File: config.mk
export PLATFORM = sky130hd
export DESIGN_NAME = fetch_unit_flat
export DESIGN_NICKNAME = d
export VERILOG_FILES = /design/src/rtl/fetch_unit_if.sv /design/src/rtl/fetch_unit.sv /design/src/flat_wrapper.sv
export SDC_FILE = /design/constraint.sdc
export NUM_CORES = 1
export LEC_CHECK = 0
export BUFFER_PORTS_ARGS = -buffer_cell sky130_fd_sc_hd__buf_2
export CAP_MARGIN = 20
export CORE_UTILIZATION = 45
export DETAILED_ROUTE_END_ITERATION = 6
export PLACE_DENSITY = 0.79
export SLEW_MARGIN = 20
export SYNTH_ARGS = -nofsm -noshare
export SYNTH_HDL_FRONTEND = slang
export SYNTH_SLANG_ARGS = --single-unit
export TNS_END_PERCENT = 30
File: constraint.sdc
create_clock -name clk -period 3.25 [get_ports clk]
set_input_delay 0.65 -clock clk [delete_from_list [all_inputs] [get_ports clk]]
set_output_delay 0.65 -clock clk [all_outputs]
set_load 0.02 [all_outputs]
File: src/rtl/fetch_unit_if.sv
// Instruction-memory request/response bundle for the fetch unit.
// master: fetch unit (issues requests); slave: instruction memory.
interface fetch_unit_if;
    logic        imem_req;
    logic [31:0] imem_addr;
    logic        imem_ack;
    logic [31:0] imem_rdata;

    modport master (
        output imem_req,
        output imem_addr,
        input  imem_ack,
        input  imem_rdata
    );

    modport slave (
        input  imem_req,
        input  imem_addr,
        output imem_ack,
        output imem_rdata
    );
endinterface

File: src/rtl/fetch_unit.sv
// Instruction fetch stage and program counter for the MIPS231 single-cycle core.
// Requests a word over the imem req/ack bundle, latches it, strobes exec for one
// cycle, then advances the PC according to pcsel.
// Optional feature macro: FETCH_TIMEOUT_EN (fetch watchdog with sticky fault).
module fetch_unit #(
    parameter logic [31:0] RESET_PC = 32'h0000_0000,
    parameter int unsigned TIMEOUT  = 16
) (
    input  logic               clk,
    input  logic               reset,
    input  logic               run,
    input  logic [1:0]         pcsel,
    input  logic [31:0]        rs_data,
    fetch_unit_if.master       imem,
    output logic [31:0]        instr,
    output logic [31:0]        pc,
    output logic [31:0]        pc_plus4,
    output logic               exec,
    output logic               fault
);

    typedef enum logic [1:0] {
        IDLE  = 2'd0,
        FETCH = 2'd1,
        EXEC  = 2'd2
`ifdef FETCH_TIMEOUT_EN
        ,
        FAULT = 2'd3
`endif
    } state_t;

    state_t      state;
    state_t      state_next;
    logic        req_c;
    logic        exec_c;
    logic [31:0] next_pc;

    // Low two bits of the JR target are forced to zero.
    logic        unused_bits;
    assign unused_bits = ^{rs_data[1:0], (TIMEOUT != 0)};

`ifdef FETCH_TIMEOUT_EN
    // Counter only needs to hold 0..TIMEOUT-1: the cycle that would reach
    // TIMEOUT goes straight to FAULT instead of storing the value.
    localparam int unsigned CNT_W = (TIMEOUT > 1) ? $clog2(TIMEOUT) : 1;
    localparam logic [CNT_W-1:0] CNT_LAST = CNT_W'(TIMEOUT - 1);

    logic [CNT_W-1:0] wait_cnt;
`endif

    assign pc_plus4       = pc + 32'd4;
    assign imem.imem_req  = req_c;
    assign imem.imem_addr = pc;
    assign exec           = exec_c;

    // State register
    always_ff @(posedge clk) begin
        if (reset) begin
            state <= IDLE;
        end else begin
            state <= state_next;
        end
    end

    // Next-state and Moore outputs
    always_comb begin
        state_next = state;
        req_c      = 1'b0;
        exec_c     = 1'b0;
        case (state)
            IDLE: begin
                if (run) begin
                    state_next = FETCH;
                end
            end
            FETCH: begin
                req_c = 1'b1;
                if (imem.imem_ack) begin
                    state_next = EXEC;
                end
`ifdef FETCH_TIMEOUT_EN
                else if (wait_cnt == CNT_LAST) begin
                    state_next = FAULT;
                end
`endif
            end
            EXEC: begin
                exec_c     = 1'b1;
                state_next = run ? FETCH : IDLE;
            end
`ifdef FETCH_TIMEOUT_EN
            FAULT: begin
                state_next = FAULT;
            end
`endif
            default: begin
                state_next = IDLE;
            end
        endcase
    end

    // Next-PC selection from pcsel and the latched instruction
    always_comb begin
        next_pc = pc_plus4;
        case (pcsel)
            2'b00: next_pc = pc_plus4;
            2'b01: next_pc = pc_plus4 + {{14{instr[15]}}, instr[15:0], 2'b00};
            2'b10: next_pc = {pc_plus4[31:28], instr[25:0], 2'b00};
            2'b11: next_pc = {rs_data[31:2], 2'b00};
            default: next_pc = pc_plus4;
        endcase
    end

    // Instruction latch on accepted ack; PC update at the end of EXEC
    always_ff @(posedge clk) begin
        if (reset) begin
            pc    <= RESET_PC;
            instr <= '0;
        end else begin
            if (state == FETCH && imem.imem_ack) begin
                instr <= imem.imem_rdata;
            end
            if (state == EXEC) begin
                pc <= next_pc;
            end
        end
    end

`ifdef FETCH_TIMEOUT_EN
    // Wait counter: cleared on entry to FETCH, counts FETCH cycles without ack
    always_ff @(posedge clk) begin
        if (reset) begin
            wait_cnt <= '0;
        end else if (state != FETCH) begin
            wait_cnt <= '0;
        end else if (!imem.imem_ack && wait_cnt != CNT_LAST) begin
            wait_cnt <= wait_cnt + 1'b1;
        end
    end

    // FAULT is absorbing until reset, so the flag is sticky by construction
    always_comb begin
        fault = (state == FAULT);
    end
`else
    assign fault = 1'b0;
`endif

endmodule

File: src/flat_wrapper.sv
// flat-port wrapper written by rule: the top's interface ports become plain ports
module fetch_unit_flat 
#(
    parameter logic [31:0] RESET_PC = 32'h0000_0000,
    parameter int unsigned TIMEOUT  = 16
)
  (clk, reset, run, pcsel, rs_data, instr, pc, pc_plus4, exec, fault, imem_imem_req, imem_imem_addr, imem_imem_ack, imem_imem_rdata);
  fetch_unit_if imem_i ();
  input  logic clk;
  input  logic reset;
  input  logic run;
  input  logic [1:0] pcsel;
  input  logic [31:0] rs_data;
  output logic [31:0] instr;
  output logic [31:0] pc;
  output logic [31:0] pc_plus4;
  output logic exec;
  output logic fault;
  output wire logic [$bits(imem_i.imem_req)-1:0] imem_imem_req;
  output wire logic [$bits(imem_i.imem_addr)-1:0] imem_imem_addr;
  input wire logic [$bits(imem_i.imem_ack)-1:0] imem_imem_ack;
  input wire logic [$bits(imem_i.imem_rdata)-1:0] imem_imem_rdata;
  assign imem_imem_req = imem_i.imem_req;
  assign imem_imem_addr = imem_i.imem_addr;
  assign imem_i.imem_ack = imem_imem_ack;
  assign imem_i.imem_rdata = imem_imem_rdata;
  fetch_unit #(.RESET_PC(RESET_PC), .TIMEOUT(TIMEOUT)) u_core (.clk(clk), .reset(reset), .run(run), .pcsel(pcsel), .rs_data(rs_data), .imem(imem_i), .instr(instr), .pc(pc), .pc_plus4(pc_plus4), .exec(exec), .fault(fault));
endmodule
==> flow_metrics.tcl, run 1 <==
set metrics [dict create \
    wl_um 19100 \
    post_dp_cell_area_mm2 0.00696 \
    ys_seq_area_frac 0.239 \
    syn2layout_area_growth_pct 44.3 \
    first_global_vias 5646 \
    hold_violations 0 \
    fin_crit_ns 3.34 \
    grt_overflow 0 \
    cts_max_path_buffers 2 \
    portBuffers 191 \
    criticalPathCategory "flip-flop to flip-flop" \
    worstHoldPathType "flip-flop to flip-flop" \
    synth_top_family_by_area "compound AO/OA/AOI/OAI gates" \
    synthCells 700 \
    cp_max_fo 4 \
    final_area_mm2 0.00772 \
    status "finished with violations" \
    start_kind "flip-flop" \
    cts_tree "built" \
    synthTopCellsByArea "dfxtp_1, nand2_1, a21oi_1" \
    async_flop_share 0 \
    clk_latency_ns 0.33 \
    ir_drop_v 0.000233 \
    p_int_uw 1510 \
    antenna_found_initial 0 \
    yosysTopAreaCellShare 0.239 \
    die-height_um 111 \
    ys_seq_elements 64 \
    synth_adder_area_share 0.0833 \
    ant_nets 0 \
    power_density_mw_per_mm2 282 \
    slew_viol_final 0 \
    seq_power_share 0.382 \
    syn_avg_cell_area_um2 7.64 \
    track_usage 0.292 \
    core_mm2 0.0115 \
    drive_gt1_frac 0.446 \
    start_util 0.465 \
    power_switching_uw 662 \
    rsz0062_at_grt "yes" \
    worstPathRequired_ns 3.48 \
    num_antenna_cells 0 \
    die_w_um 111 \
    slew_headroom 0.338 \
    grt_pass1_wl_um 28500 \
    yosysTopAreaCell "dfxtp_1" \
    clkSinkCount 64 \
    comb_power_share 0.198 \
    numCtsBuffers 9 \
    ys_types 61 \
    synth_ff_type "dfxtp_1" \
    worst_slew_pin_slew_ns 0.989 \
    synth_compound_area_frac 0.220 \
    post-route-util 0.670 \
    finClkSkew_ns 0.00695 \
    maxCapViolCount 0 \
    ios 201 \
    dieArea_mm2 0.0123 \
    cp.arrival_ns 3.57 \
    synthSimpleGateAreaFrac 0.204 \
    synth.area.mux_share 0.0727 \
    synthXorXnorAreaFrac 0.0900 \
    finalCritPeriodShare 1.03 \
    violations "DRC, setup timing" \
    firstDrtPassIters 7 \
    nNetsFinal 1034 \
    max_freq_mhz 300 \
    vias 6160 \
    finalSetupViolCount 3 \
    synth_warnings 0 \
    grt_max_degree 30 \
    wl_per_cell_um 17.8 \
    end_kind "flip-flop" \
    clkTransAtPathRegs_ns 0.06 \
    n_fill_cell 957 \
    dpl.hpwl_um 13600 \
    worst_slack_ns -0.0887 \
    leakagePower_uw 0.00381 \
    syn_area_mm2 0.00535 \
    first_iter_violations 455 \
    rows 39 \
    drcViolationCount 16 \
    clockPowerShare 0.420 \
    vias_per_cell 5.72 \
    synth-edff-count 0 \
    h-tree-depth 3 \
    cts-root-buf "clkbuf_16" \
    switching_share 0.304 \
    gp_congestion 0.936 \
]
==> cells in the final DEF (no fill, tap or decap), types with 10 or more instances in the layout <==
cell / n
mux2i_1: 13
ha_1: 22
nand3_1: 16
buf_4: 93
a21o_1: 12
dfxtp_1: 48
ha_4: 11
nor2_1: 43
a21oi_2: 16
xnor2_1: 20
nand4_1: 10
inv_1: 14
a21oi_1: 71
nand2_1: 115
xor2_1: 12
o21ai_0: 17
buf_2: 191
mux4_2: 11
xnor2_2: 13
==> worst paths after layout <==
path / start / end / slack (ns) / cells after the start
worst min register to register: u_core.instr[26]$_SDFFE_PP0P_ / u_core.instr[26]$_SDFFE_PP0P_ / 0.45 / 2
worst max register to register: u_core.imem.imem_addr[11]$_SDFFE_PP0P_ / u_core.imem.imem_addr[23]$_SDFFE_PP0P_ / -0.09 / 13
worst max-delay path: u_core.imem.imem_addr[11]$_SDFFE_PP0P_ / u_core.imem.imem_addr[23]$_SDFFE_PP0P_ / -0.09 / 13
worst min-delay path: u_core.instr[26]$_SDFFE_PP0P_ / u_core.instr[26]$_SDFFE_PP0P_ / 0.45 / 2
==> per-layer routing <==
metal  routed length (um)  GRT usage  up-vias
li1                     -          -     2900
met1                 7700      0.380     2861
met2                 9130      0.481      348
met3                 1790     0.0574       51
met4                  506      0.105        0
met5                    0          0        -
==> metrics by stage <==
step	std cells	worst slack [ns]	hold WS (ns)	setup TNS (ns)	power, uW
finish	1077	-0.0887	0.452	-0.134	2180
global route	1077	-0.170	0.475	-0.880	2260
CTS	1062	-0.0136	0.452	-0.0201	2150
detailed placement	1045	-0.0738	0.444	-0.175	1250
global placement	1045	0.00364	0.440	0	1240
floorplan	706	-0.0452	0.494	-0.112	1110
==> final cells by class <==
cell class	instances	area (um2)	share of cell area
Multi-Input combinational cell	552	4220	0.546
Timing Repair Buffer	285	1670	0.216
Sequential cell	64	1320	0.171
Clock buffer	11	243	0.0314
Tap cell	143	179	0.0232
Inverter	17	63.8	0.00827
Clock inverter	5	32.5	0.00421
==> timing repair <==
| item | 4_1_cts | 5_1_grt |
|---|---|---|
| pin swaps | 10 | 34 |
| gates resized for setup | 8 | 57 |
| buffers inserted | 1 | 15 |
| hold buffers | 0 | 0 |
| setup endpoints to repair | 6 | 14 |
==> logic make-up after synthesis <==
family	Yosys count
and+or+nand+nor	241
DFF	64
muxes	25
adders and majority gates	35
xor gates and xnor gates	55
other	1
buffers and inverters	90
AOI/OAI and AO/OA	189
==> synth_stat cells (all sizes together), types with 16 or more instances <==
cell type and number:
a21oi 87, buf 43, clkbuf 30, dfxtp 64, ha 34, inv 16
nand2 118, nand3 20, nor2 46, o21ai 30, xnor2 38, xor2 17
==> critical path, stage by stage (launching register included) <==
cell and delay [ns]:
dfxtp_4 0.34, nand4_1 0.15, or2_4 0.29, or2_4 0.32, xnor2_4 0.15, ha_1 0.32
a21oi_2 0.22, o21ai_2 0.13, a221oi_4 0.32, o211ai_1 0.17, nand2_1 0.12, xnor2_1 0.06
mux4_2 0.44, a22o_1 0.20
==> power by group through the flow <==
| stage | sequential, uW | clock, uW | combinational, uW |
|---|---|---|---|
| 2_1_floorplan | 872 | 0 | 236 |
| 3_3_place_gp | 844 | 0 | 400 |
| 3_5_place_dp | 845 | 0 | 406 |
| 4_1_cts | 828 | 914 | 409 |
| 5_1_grt | 833 | 965 | 463 |
| 6_report | 831 | 913 | 432 |
==> sequential cells by signal (all words and copies together) (netlist names) <==
register,cells
u_core.instr,32
u_core.imem.imem_addr,30
u_core.state,2
(Power assumes the default switching activity.)
==> inputs of run 2 (changes only) <==
--- a/config.mk
+++ b/config.mk
@@ -5,11 +5,13 @@
 export SDC_FILE = /design/constraint.sdc
 export NUM_CORES = 1
 export LEC_CHECK = 0
+export ABC_AREA = 1
 export BUFFER_PORTS_ARGS = -buffer_cell sky130_fd_sc_hd__buf_2
 export CAP_MARGIN = 20
 export CORE_UTILIZATION = 45
 export DETAILED_ROUTE_END_ITERATION = 6
-export PLACE_DENSITY = 0.79
+export MAX_ROUTING_LAYER = met4
+export PLACE_DENSITY = 0.77
 export SLEW_MARGIN = 20
 export SYNTH_ARGS = -nofsm -noshare
 export SYNTH_HDL_FRONTEND = slang
==> flow_metrics.tcl, run 2 <==
set metrics [dict create \
    num_antenna_cells 0 \
    core_mm2 0.0134 \
    vias 7942 \
    firstDrtPassIters 7 \
    worstHoldPathType "flip-flop to flip-flop" \
    synth_warnings 0 \
    cts-root-buf "clkbuf_16" \
    antenna_found_initial 0 \
    yosysTopAreaCell "nand2_1" \
    syn_avg_cell_area_um2 5.78 \
    maxCapViolCount 0 \
    worstPathRequired_ns 3.45 \
    wl_um 24100 \
    synth_most_common_cell "nand2_1" \
    leakagePower_uw 0.00444 \
    regArea_mm2 0.00129 \
    ant_nets 0 \
    layout_commonest_cell "nand2_1" \
    n_fill_cell 1359 \
    async_flop_share 0 \
    ys_types 39 \
    finClkSkew_ns 0.00866 \
    syn_area_mm2 0.00625 \
    finalSetupViolCount 0 \
    dieArea_mm2 0.0144 \
    rsz0062_at_grt "yes" \
    vias_per_cell 5.39 \
    synthTopCellsByArea "nand2_1, dfxtp_1, inv_1" \
    rows 42 \
    track_usage 0.341 \
    largest_reg_flops 32 \
    cts-hold-fix-buffers 0 \
    final_cell_mix "nand2_1, buf_2, inv_1, a21oi_1, nand3_1" \
    violations "DRC" \
    ios 201 \
    grt_pass1_wl_um 36900 \
    cts_tree "built" \
    first_global_vias 7114 \
    grt_overflow 0 \
    cp_max_fo 5 \
    max_freq_mhz 329 \
    criticalPathCategory "flip-flop to flip-flop" \
    synthCells 1082 \
    grt_max_degree 40 \
    numCtsBuffers 9 \
    total_power_uw 2360 \
    start_kind "flip-flop" \
    end_kind "flip-flop" \
    finalCritPeriodShare 0.934 \
    ys_seq_elements 64 \
    drcViolationCount 3 \
    portBuffers 191 \
    first_iter_violations 800 \
    status "finished with violations" \
    slew_headroom 0.471 \
    synth_ff_type "dfxtp_1" \
    drive_gt1_frac 0.266 \
    wl_per_cell_um 16.3 \
    cts_max_path_buffers 2 \
    fin_crit_ns 3.04 \
    start_util 0.467 \
    power_density_mw_per_mm2 291 \
    dpl.hpwl_um 19400 \
    syn2layout_area_growth_pct 29.3 \
    slew_viol_final 0 \
    hold_violations 0 \
    yosysTopAreaCellShare 0.211 \
    synth-edff-count 0 \
    post-route-util 0.604 \
    die_w_um 120 \
    cp.arrival_ns 3.24 \
    clkTransAtPathRegs_ns 0.06 \
    nNetsFinal 1398 \
    ir_drop_v 0.000308 \
    h-tree-depth 3 \
    top_register "u_core.instr" \
    ys_seq_area_frac 0.205 \
    clk_latency_ns 0.34 \
    gp_congestion 1.06 \
    multi_input_area_mm2 0.00421 \
    synth.top_cells.by_count "nand2_1, inv_1, a21oi_1" \
    clkSinkCount 64 \
    worst_slew_pin_slew_ns 0.792 \
    die-height_um 120 \
]
run 2: changes by cell type after synthesis, sizes merged, moves of 11 or more:
cell	previous run	this run
nor2	46	88
mux2i	13	0
inv	16	139
nand3	20	90
mux4	11	0
nand2	118	355
xnor2	38	9
run 2: routing by layer:
metal,track usage,vias up,routed length [um]
met5,-,-,0
met2,0.535,393,10900
met4,0.124,0,824
met3,0.0604,61,2160
li1,-,3864,-
met1,0.437,3624,10100
run 2: final timing paths:
path                                           from                                      to  slack (ns)  cells past startpoint
max          u_core.imem.imem_addr[12]$_SDFFE_PP0P_  u_core.imem.imem_addr[21]$_SDFFE_PP0P_        0.21                     19
min                   u_core.instr[27]$_SDFFE_PP0P_           u_core.instr[27]$_SDFFE_PP0P_        0.47                      2
max reg2reg  u_core.imem.imem_addr[12]$_SDFFE_PP0P_  u_core.imem.imem_addr[21]$_SDFFE_PP0P_        0.21                     19
min reg2reg           u_core.instr[27]$_SDFFE_PP0P_           u_core.instr[27]$_SDFFE_PP0P_        0.47                      2
run 2: critical path, stage by stage, from the launching register on:
cell and delay (ns):
dfxtp_1 0.35, nand2_1 0.12, nor2_1 0.16, nand4_1 0.15, nor2_1 0.12, nand2_1 0.08, xor2_1 0.24, inv_1 0.16
ha_2 0.41, nand2_1 0.12, nor2_2 0.14, inv_1 0.08, nor2_1 0.14, nand4_1 0.12, nand3_1 0.11, nand2_1 0.05
nand3_1 0.13, o21ai_0 0.11, nand2_1 0.07, a21oi_1 0.05
run 2: kinds of logic (layout without fill, tap and decap cells):
logic type	after synthesis	count (layout)	synth area share
simple gates	577	577	0.388
buf+inv	213	422	0.151
compound gates	169	169	0.152
flops	64	64	0.205
fa+ha+maj	35	35	0.0712
xor+xnor	23	23	0.0322
other cells	1	7	0.000600
run 2: power breakdown:
group / internal (uW) / leakage (uW) / total [uW] / switching (uW)
sequential: 810 / 0.000524 / 839 / 29.2
combinational: 161 / 0.00376 / 446 / 285
clock: 688 / 0.000155 / 1070 / 382
total: 1660 / 0.00444 / 2360 / 696
run 2: per-stage QoR:
stage	setup WS, ns	cells	hold slack (ns)	area, um2	setup TNS [ns]
floorplan	0.187	1088	0.495	6280	0
global placement	0.0986	1454	0.447	7570	0
detailed placement	0.0703	1454	0.459	7570	0
CTS	0.0504	1469	0.466	7890	0
global route	-0.0224	1473	0.474	8090	-0.0952
finish	0.215	1473	0.466	8090	0
run 2: cell type report:
type                            count  area share
Timing Repair Buffer              266       0.188
Multi-Input combinational cell    811       0.520
Sequential cell                    64       0.160
Clock inverter                      5      0.0101
Tap cell                          176      0.0272
Inverter                          141      0.0654
Clock buffer                       10      0.0295
run 2: what timing repair did:
item | CTS | global route
setup endpoints to repair | 0 | 19
buffers inserted | 0 | 4
gates resized for setup | 0 | 48
==> inputs of run 3 (changes only) <==
--- a/config.mk
+++ b/config.mk
@@ -11,7 +11,7 @@
 export CORE_UTILIZATION = 45
 export DETAILED_ROUTE_END_ITERATION = 6
 export MAX_ROUTING_LAYER = met4
-export PLACE_DENSITY = 0.77
+export PLACE_DENSITY = 0.74
 export SLEW_MARGIN = 20
 export SYNTH_ARGS = -nofsm -noshare
 export SYNTH_HDL_FRONTEND = slang
==> constraint.sdc (replaced) <==
create_clock -name clk -period 2.9 [get_ports clk]
set_input_delay 0.58 -clock clk [delete_from_list [all_inputs] [get_ports clk]]
set_output_delay 0.58 -clock clk [all_outputs]
set_load 0.02 [all_outputs]
==> flow_metrics.tcl, run 3 (synthesis gave the netlist of run 2 again) <==
set metrics [dict create \
    status "finished with violations" \
    violations "setup timing" \
    r2r-end "u_core.imem.imem_addr[29]$_SDFFE_PP0P_" \
    grt_pass1_wl_um 38700 \
    dieArea_mm2 0.0144 \
    portBuffers 191 \
    hold_violations 0 \
    reg2reg_from "u_core.imem.imem_addr[12]$_SDFFE_PP0P_" \
    start_util 0.467 \
    ir_drop_v 0.000257 \
    place_inst 1541 \
    cts-root-buf "clkbuf_16" \
    seq_power_share 0.347 \
    p_int_uw 1890 \
    worstPathRequired_ns 3.17 \
    crit_path_start "u_core.imem.imem_addr[12]$_SDFFE_PP0P_" \
    cts-hold-fix-buffers 0 \
    clkSinkCount 64 \
    cp.arrival_ns 3.31 \
    finalSetupViolCount 12 \
    power_density_mw_per_mm2 278 \
    end_kind "flip-flop" \
    place_ws_ns -0.141 \
    ios 201 \
    firstDrtPassIters 5 \
    clkTransAtPathRegs_ns 0.06 \
    post-route-util 0.726 \
    tns_ns -0.709 \
    slew_headroom 0.420 \
    slew_viol_final 0 \
    core_mm2 0.0134 \
    syn2layout_area_growth_pct 55.5 \
    vias 8465 \
    nNetsFinal 1505 \
    finClkSkew_ns 0.00880 \
    rsz0062_at_grt "yes" \
    switching_share 0.301 \
    worst_slew_pin_slew_ns 0.869 \
    r2r_setup_slack_ns -0.14 \
    ant_nets 0 \
    first_global_vias 7374 \
    grt_max_degree 52 \
    cp-endpoint "u_core.imem.imem_addr[29]$_SDFFE_PP0P_" \
    cp_max_fo 5 \
    worst_slack_ns -0.137 \
    cts_tree "built" \
    final_area_mm2 0.00973 \
    rr_worst_depth 21 \
    dpl.hpwl_um 19900 \
    leakagePower_uw 0.00506 \
    worstHoldPathType "flip-flop to flip-flop" \
    largest_reg_flops 32 \
    post_dp_cell_area_mm2 0.00824 \
    top_register "u_core.instr" \
    wl_per_cell_um 16.9 \
    clockPowerShare 0.432 \
    gp_congestion 1.05 \
    vias_per_cell 5.36 \
    power_switching_uw 815 \
    first_iter_violations 865 \
    final_cell_mix "nand2_1, buf_2, buf_4, inv_1, a21oi_1" \
    drcViolationCount 0 \
    drive_gt1_frac 0.435 \
    stdcell_count 1580 \
    finalCritPeriodShare 1.05 \
    criticalPathCategory "flip-flop to flip-flop" \
    antenna_found_initial 0 \
    cts_max_path_buffers 2 \
    wl_um 26700 \
    track_usage 0.359 \
    clk_latency_ns 0.34 \
    maxCapViolCount 0 \
    fin_crit_ns 3.04 \
    rows 42 \
    h-tree-depth 3 \
    num_antenna_cells 0 \
    numCtsBuffers 9 \
    layout_commonest_cell "nand2_1" \
    max_freq_mhz 329 \
    die_w_um 120 \
    die-height_um 120 \
    comb_power_share 0.222 \
    start_kind "flip-flop" \
    grt_overflow 0 \
]
[run 3: repair_timing]
item	4_1_cts	5_1_grt
endpoints found under the setup margin	17	25
pin swaps	10	65
setup buffers	6	18
resized for setup	46	196
[run 3: cell type report]
| cell class | instances | area, um2 |
|---|---|---|
| repair buffers | 373 | 2340 |
| well taps | 176 | 220 |
| multi-input cells | 811 | 5020 |
| fillers | 1150 | 3670 |
| clock inverters | 4 | 70.1 |
| clock buffers | 11 | 233 |
| flip-flops and latches | 64 | 1320 |
| inverters | 141 | 529 |
[run 3: worst min path at each step]
stage / end / depth (start not counted) / startpoint / slack, ns
floorplan: u_core.state[0]$_SDFFE_PP0P_ / 3 / u_core.state[0]$_SDFFE_PP0P_ / 0.50
global placement: u_core.instr[30]$_SDFFE_PP0P_ / 2 / u_core.instr[30]$_SDFFE_PP0P_ / 0.45
detailed placement: u_core.instr[30]$_SDFFE_PP0P_ / 2 / u_core.instr[30]$_SDFFE_PP0P_ / 0.45
CTS: u_core.instr[30]$_SDFFE_PP0P_ / 2 / u_core.instr[30]$_SDFFE_PP0P_ / 0.46
global route: u_core.instr[31]$_SDFFE_PP0P_ / 2 / u_core.instr[31]$_SDFFE_PP0P_ / 0.49
finish: u_core.instr[29]$_SDFFE_PP0P_ / 2 / u_core.instr[29]$_SDFFE_PP0P_ / 0.47
[run 3: power groups by stage]
stage / sequential (uW) / combinational (uW) / clock [uW]
4_1_cts: 936 / 536 / 1170
3_5_place_dp: 954 / 521 / 0
5_1_grt: 940 / 643 / 1220
2_1_floorplan: 986 / 272 / 0
6_report: 937 / 599 / 1170
3_3_place_gp: 954 / 516 / 0
[run 3: per-layer routing]
metal  global-route usage  part of all wire  up-vias
met3               0.0413             0.081       88
met5                    -                 0        -
met1                0.483              0.42     3872
li1                     -                 -     4075
met2                0.549              0.45      430
met4                0.142             0.040        0
[run 3: worst max-delay path: stages, from the launching register on]
cell and delay (ns):
dfxtp_2 0.39, nand2_1 0.16, nor2_1 0.21, nand2_1 0.13, nor2_4 0.19, nand3_1 0.14, o21bai_1 0.20, nand2_2 0.11
inv_2 0.11, ha_4 0.23, nand2_2 0.12, nor2_4 0.06, nand2_2 0.10, buf_4 0.12, inv_1 0.04, a21oi_2 0.17
nand2_1 0.07, nand2_1 0.07, nand3_2 0.08, nand2_2 0.09, nand2_2 0.06, a21oi_2 0.11
[run 3: metrics by stage]
step | hold slack [ns] | power, uW
floorplan | 0.495 | 1260
global placement | 0.447 | 1470
detailed placement | 0.454 | 1480
CTS | 0.465 | 2640
global route | 0.494 | 2800
finish | 0.466 | 2700
